===== src/rtl/qnigma_oper_loader.sv =====
// Operand loader for the qnigma_alu operand RAM: queues whole field operands
// and streams each as RAM words, most-significant word first, with no gaps.
module qnigma_oper_loader #(
    parameter int OPER_W    = 256,
    parameter int WRD_W     = 32,
    parameter int PTR_W     = 8,
    parameter int NW_F25519 = 8,
    parameter int NW_F1305  = 5
) (
    input  logic              clk,
    input  logic              rst,
    input  logic              req_val,
    output logic              req_rdy,
    input  logic [OPER_W-1:0] req_oper,
    input  logic [PTR_W-1:0]  req_ptr,
    input  logic              req_fld,
    output logic [WRD_W-1:0]  ext_wr_dat,
    output logic [PTR_W-1:0]  ext_wr_ptr,
    output logic              ext_wr_val,
    output logic              ext_wr_sof,
    output logic              ext_wr_eof,
    output logic              done,
    output logic              trunc_err,
    output logic              busy
);

    localparam int IDX_W = (NW_F25519 > 1) ? $clog2(NW_F25519) : 1;
    localparam logic [IDX_W-1:0] TOP_F25519 = IDX_W'(NW_F25519 - 1);
    localparam logic [IDX_W-1:0] TOP_F1305  = IDX_W'(NW_F1305 - 1);

    typedef enum logic {
        ST_IDLE,
        ST_STREAM
    } state_t;

    state_t state;

    // Two-entry request queue.
    logic [OPER_W-1:0] q_oper [2];
    logic [PTR_W-1:0]  q_ptr  [2];
    logic              q_fld  [2];
    logic              wr_sel;
    logic              rd_sel;
    logic [1:0]        count;
    logic              rst_q;

    logic [OPER_W-1:0] hold_oper;
    logic [IDX_W-1:0]  idx;

    logic              push;
    logic              pop;
    logic [OPER_W-1:0] head_oper;
    logic [PTR_W-1:0]  head_ptr;
    logic              head_fld;
    logic [IDX_W-1:0]  head_top;
    logic              head_trunc;

    // rst_q keeps req_rdy low during reset and for the release edge itself.
    assign req_rdy = ~rst_q & (count != 2'd2);
    assign push    = req_val & req_rdy;
    assign busy    = (count != 2'd0) | (state == ST_STREAM);

    always_comb begin
        head_oper  = q_oper[rd_sel];
        head_ptr   = q_ptr[rd_sel];
        head_fld   = q_fld[rd_sel];
        head_top   = head_fld ? TOP_F25519 : TOP_F1305;
        head_trunc = ~head_fld && ((head_oper >> (NW_F1305 * WRD_W)) != '0);
        // A new operand starts from idle or right after the previous eof word.
        pop        = (count != 2'd0) && ((state == ST_IDLE) || ext_wr_eof);
    end

    always_ff @(posedge clk) begin
        if (rst) begin
            rst_q  <= 1'b1;
            wr_sel <= 1'b0;
            rd_sel <= 1'b0;
            count  <= 2'd0;
        end else begin
            rst_q <= 1'b0;
            if (push) begin
                q_oper[wr_sel] <= req_oper;
                q_ptr[wr_sel]  <= req_ptr;
                q_fld[wr_sel]  <= req_fld;
                wr_sel         <= ~wr_sel;
            end
            if (pop)
                rd_sel <= ~rd_sel;
            case ({push, pop})
                2'b10:   count <= count + 2'd1;
                2'b01:   count <= count - 2'd1;
                default: count <= count;
            endcase
        end
    end

    always_ff @(posedge clk) begin
        if (rst) begin
            state      <= ST_IDLE;
            hold_oper  <= '0;
            idx        <= '0;
            ext_wr_dat <= '0;
            ext_wr_ptr <= '0;
            ext_wr_val <= 1'b0;
            ext_wr_sof <= 1'b0;
            ext_wr_eof <= 1'b0;
            done       <= 1'b0;
            trunc_err  <= 1'b0;
        end else begin
            ext_wr_sof <= 1'b0;
            ext_wr_eof <= 1'b0;
            done       <= 1'b0;
            trunc_err  <= 1'b0;
            if (pop) begin
                // First word comes straight from the queue head so the sof
                // word lands one cycle after the pop.
                state      <= ST_STREAM;
                hold_oper  <= head_oper;
                idx        <= head_top - IDX_W'(1);
                ext_wr_dat <= head_oper[int'(head_top) * WRD_W +: WRD_W];
                ext_wr_ptr <= head_ptr;
                ext_wr_val <= 1'b1;
                ext_wr_sof <= 1'b1;
                ext_wr_eof <= (head_top == '0);
                done       <= (head_top == '0);
                trunc_err  <= head_trunc;
            end else if (state == ST_STREAM && !ext_wr_eof) begin
                ext_wr_dat <= hold_oper[int'(idx) * WRD_W +: WRD_W];
                ext_wr_val <= 1'b1;
                ext_wr_eof <= (idx == '0);
                done       <= (idx == '0);
                idx        <= idx - IDX_W'(1);
            end else begin
                state      <= ST_IDLE;
                ext_wr_val <= 1'b0;
            end
        end
    end

endmodule


===== config.mk =====
export PLATFORM = sky130hd
export DESIGN_NAME = qnigma_oper_loader
export DESIGN_NICKNAME = d
export VERILOG_FILES = /design/src/rtl/qnigma_oper_loader.sv
export SDC_FILE = /design/constraint.sdc
export NUM_CORES = 1
export LEC_CHECK = 0
export ABC_CLOCK_PERIOD_IN_PS = 26000
export CAP_MARGIN = 20
export CORE_ASPECT_RATIO = 1.1
export CORE_MARGIN = 8
export CORE_UTILIZATION = 57
export CTS_CLUSTER_SIZE = 12
export DETAILED_ROUTE_END_ITERATION = 6
export PLACE_DENSITY_LB_ADDON = 0.05
export SLEW_MARGIN = 10
export SYNTH_ARGS = -nofsm -noshare
export SYNTH_HDL_FRONTEND = slang
export SYNTH_SLANG_ARGS = --single-unit

===== constraint.sdc =====
create_clock -name clk -period 26 [get_ports clk]
set_clock_uncertainty 0.1 [all_clocks]
set_input_delay 2.6 -clock clk [delete_from_list [all_inputs] [get_ports clk]]
set_output_delay 2.6 -clock clk [all_outputs]
set_load 0.03 [all_outputs]

==> results.json <==
{
  "status": "finished clean",
  "ir_drop_v": 0.000104,
  "cts_setup_buffers": 0,
  "slew_headroom_pct": 22.9,
  "crit_chain": "clkdlybuf4s50_1, nand2_1, nor3b_2, buf_4, buf_16, buf_4",
  "initial_core_util_pct": 57.7,
  "finalMaxSlewViolations": 0,
  "clock_latency_ns": 0.62,
  "worst_slew_pin_slew_ns": 1.15,
  "synth_nets": 2473,
  "async_flop_share_pct": 0,
  "cp.arrival_ns": 5.09,
  "r2r_slack_ns": 21.74,
  "endpoint_kind": "flop",
  "power_density_nw_per_um2": 116,
  "drtIter0Drc": 1506,
  "tns_ns": 0,
  "num_rows": 91,
  "place_inst": 3120,
  "grt_pass1_wl_um": 124000,
  "drt_wl_total_um": 83900,
  "cp_common_cell": "buf_4",
  "io_buffers": 314,
  "synth_edf_count": 530,
  "final_cells": 3284,
  "cts_tree": "yes",
  "gr-total-overflow": 0,
  "syn_area_um2": 32500,
  "drc": 0,
  "ys_types": 37,
  "ys_ff_latch": 840,
  "rsz0062_at_grt": "false",
  "finalCritPeriodShare_pct": 19.1,
  "ioPinCount": 315,
  "core-area_um2": 56200,
  "required_ns": 26.12,
  "hold_ws_ns": 0.365,
  "detail_route.vias_per_cell": 6.01,
  "drv_cap": 0,
  "synth_cells": 2203,
  "drtPass1Iterations": 6,
  "grt_antenna_before_repair": 10,
  "drive_gt1_share_pct": 9.40,
  "setup_viol": 0,
  "die_h_um": 266,
  "grt_max_degree": 189,
  "critPathLaunchType": "input pin",
  "vias": 19721,
  "layout.nets": 2734,
  "synth_sequential_area_ratio_pct": 68.1,
  "place_hpwl_um": 56200,
  "clk_pin_slew_worst_paths_ns": 0.06,
  "synth_ff_type": "edfxtp_1",
  "grt_pass1_vias": 19949,
  "cts_sinks": 840,
  "syn2layout_area_growth_pct": 19.0,
  "ctsHtreeMaxLevel": 3,
  "wl_per_cell_um": 25.6,
  "crit_fanout": 71,
  "die_w_um": 244,
  "cts_made_buffers": 83,
  "track_usage_pct": 25.1,
  "cts_resized": 0,
  "cts_hold_buffers": 0,
  "critical-path-slowest-cell": "buf_4",
  "cp_slowest_stage_delay_ns": 0.83,
  "avgSynthCellArea_um2": 14.7,
  "die_area_um2": 64900,
  "ant_nets": 0,
  "holdCritPathClass": "reg -> reg",
  "clk_path_buf_depth": 3,
  "leakage_nw": 12.6,
  "crit_type": "in -> reg",
  "ys.warnings.count": 0,
  "place.gp.congestion": 0.849,
  "fmax_ghz": 0.201,
  "final.min_clock_period_ns": 4.96,
  "cts-root-buf": "clkbuf_16",
  "finalHoldViolCount": 0
}
synthesized netlist by cell type, drive strengths merged, types with 3 or more instances:
library cell / number / area [µm²]
edfxtp: 530 / 15900
nor2: 279 / 1050
nor3: 8 / 40.0
nand2: 68 / 255
nor4: 42 / 263
o211ai: 32 / 240
a211oi: 266 / 2000
a32o: 32 / 320
o211a: 3 / 30.0
a21oi: 4 / 20.0
nand4: 10 / 62.6
buf: 88 / 489
mux4: 64 / 1440
dfxtp: 310 / 6210
mux2: 32 / 360
clkbuf: 80 / 300
o21ai: 5 / 28.8
mux2i: 329 / 3290
cells in the final DEF (no fill, tap or decap), types with 2 or more instances in the layout:
| cell | instances |
|---|---|
| nor3_1 | 7 |
| nor4b_1 | 2 |
| mux2i_1 | 329 |
| mux2_2 | 32 |
| clkdlybuf4s50_1 | 313 |
| xnor2_1 | 2 |
| clkbuf_1 | 48 |
| or3_1 | 2 |
| clkinv_1 | 4 |
| xor2_1 | 2 |
| inv_6 | 5 |
| buf_4 | 24 |
| or4_1 | 2 |
| clkbuf_16 | 84 |
| dfxtp_1 | 306 |
| nand4_1 | 10 |
| o21ai_0 | 4 |
| nand2_1 | 68 |
| clkinv_2 | 4 |
| a21oi_1 | 3 |
| buf_12 | 2 |
| clkbuf_8 | 5 |
| mux4_2 | 64 |
| buf_16 | 4 |
| ha_1 | 2 |
| o211ai_1 | 32 |
| diode_2 | 9 |
| o211a_1 | 3 |
| dfxtp_4 | 3 |
| nand3_1 | 2 |
| nor4_1 | 42 |
| nor2_1 | 278 |
| a211oi_1 | 266 |
| edfxtp_1 | 530 |
| a32o_1 | 32 |
per-layer routing:
| layer | share of wire, % | GRT usage [%] | vias up |
|---|---|---|---|
| met5 | 0 | 0 | - |
| met4 | 3.2 | 10.1 | 0 |
| met3 | 5.7 | 3.75 | 128 |
| met2 | 51 | 43.1 | 669 |
| met1 | 40 | 32.0 | 9829 |
| li1 | - | - | 9095 |
worst paths after layout:
path | from | end | depth (start not counted)
worst max-delay path | req_val | q_oper[1][184] | 6
worst min-delay path | ext_wr_dat[26] | ext_wr_dat[26] | 1
worst max register to register | done | ext_wr_dat[8] | 8
worst min register to register | ext_wr_dat[26] | ext_wr_dat[26] | 1
cell families after synthesis:
logic type	count (synthesis)	synth area share [%]
fa+ha+maj	2	0.0771
compound gates	344	8.16
mux	425	15.7
xor+xnor	4	0.108
flops	840	68.1
simple gates	418	5.38
buf+inv	170	2.45
flip-flops by register name (all words and copies together) (netlist names), named ones only:
name,cells
count,2
state,1
idx,3
ext_wr_val,1
q_ptr,16
q_oper,512
done,1
wr_sel,1
trunc_err,1
ext_wr_ptr,8
hold_oper,256
q_fld,2
rst_q,1
ext_wr_dat,32
ext_wr_sof,1
rd_sel,1
layout make-up:
type | instances | area, µm²
Antenna cell | 9 | 22.5
Clock buffer | 137 | 2350
Clock inverter | 15 | 125
Fill cell | 3913 | 17600
Inverter | 2 | 15.0
Multi-Input combinational cell | 1193 | 9570
Sequential cell | 840 | 22100
Tap cell | 744 | 931
Timing Repair Buffer | 344 | 3480
power by group:
group	total [mW]	leakage (nW)	internal, mW	switching, mW
Combinational	1.46	4.01	0.606	0.853
Sequential	1.92	7.37	1.72	0.199
Clock	1.11	1.19	0.627	0.482
Total	4.48	12.6	2.95	1.53
critical path, delay by kind of cell:
family | cells | cell delay (ns)
buffers and inverters | 4 | 2.03
and+or+nand+nor | 2 | 0.34
per-stage QoR:
| step | utilization, % | power (mW) | instance area [µm²] | setup WS (ns) |
|---|---|---|---|---|
| final | 68.7 | 4.48 | 38600 | 21.04 |
| after global routing | 68.7 | 4.70 | 38600 | 20.85 |
| after CTS | 68.5 | 4.50 | 38500 | 20.78 |
| after detailed placement | 64.1 | 3.39 | 36000 | 20.13 |
| after global placement | 64.0 | 3.35 | 36000 | 20.16 |
| after floorplan | - | 2.95 | 32500 | 2.45 |
Power figures use the tool's default switching activity.
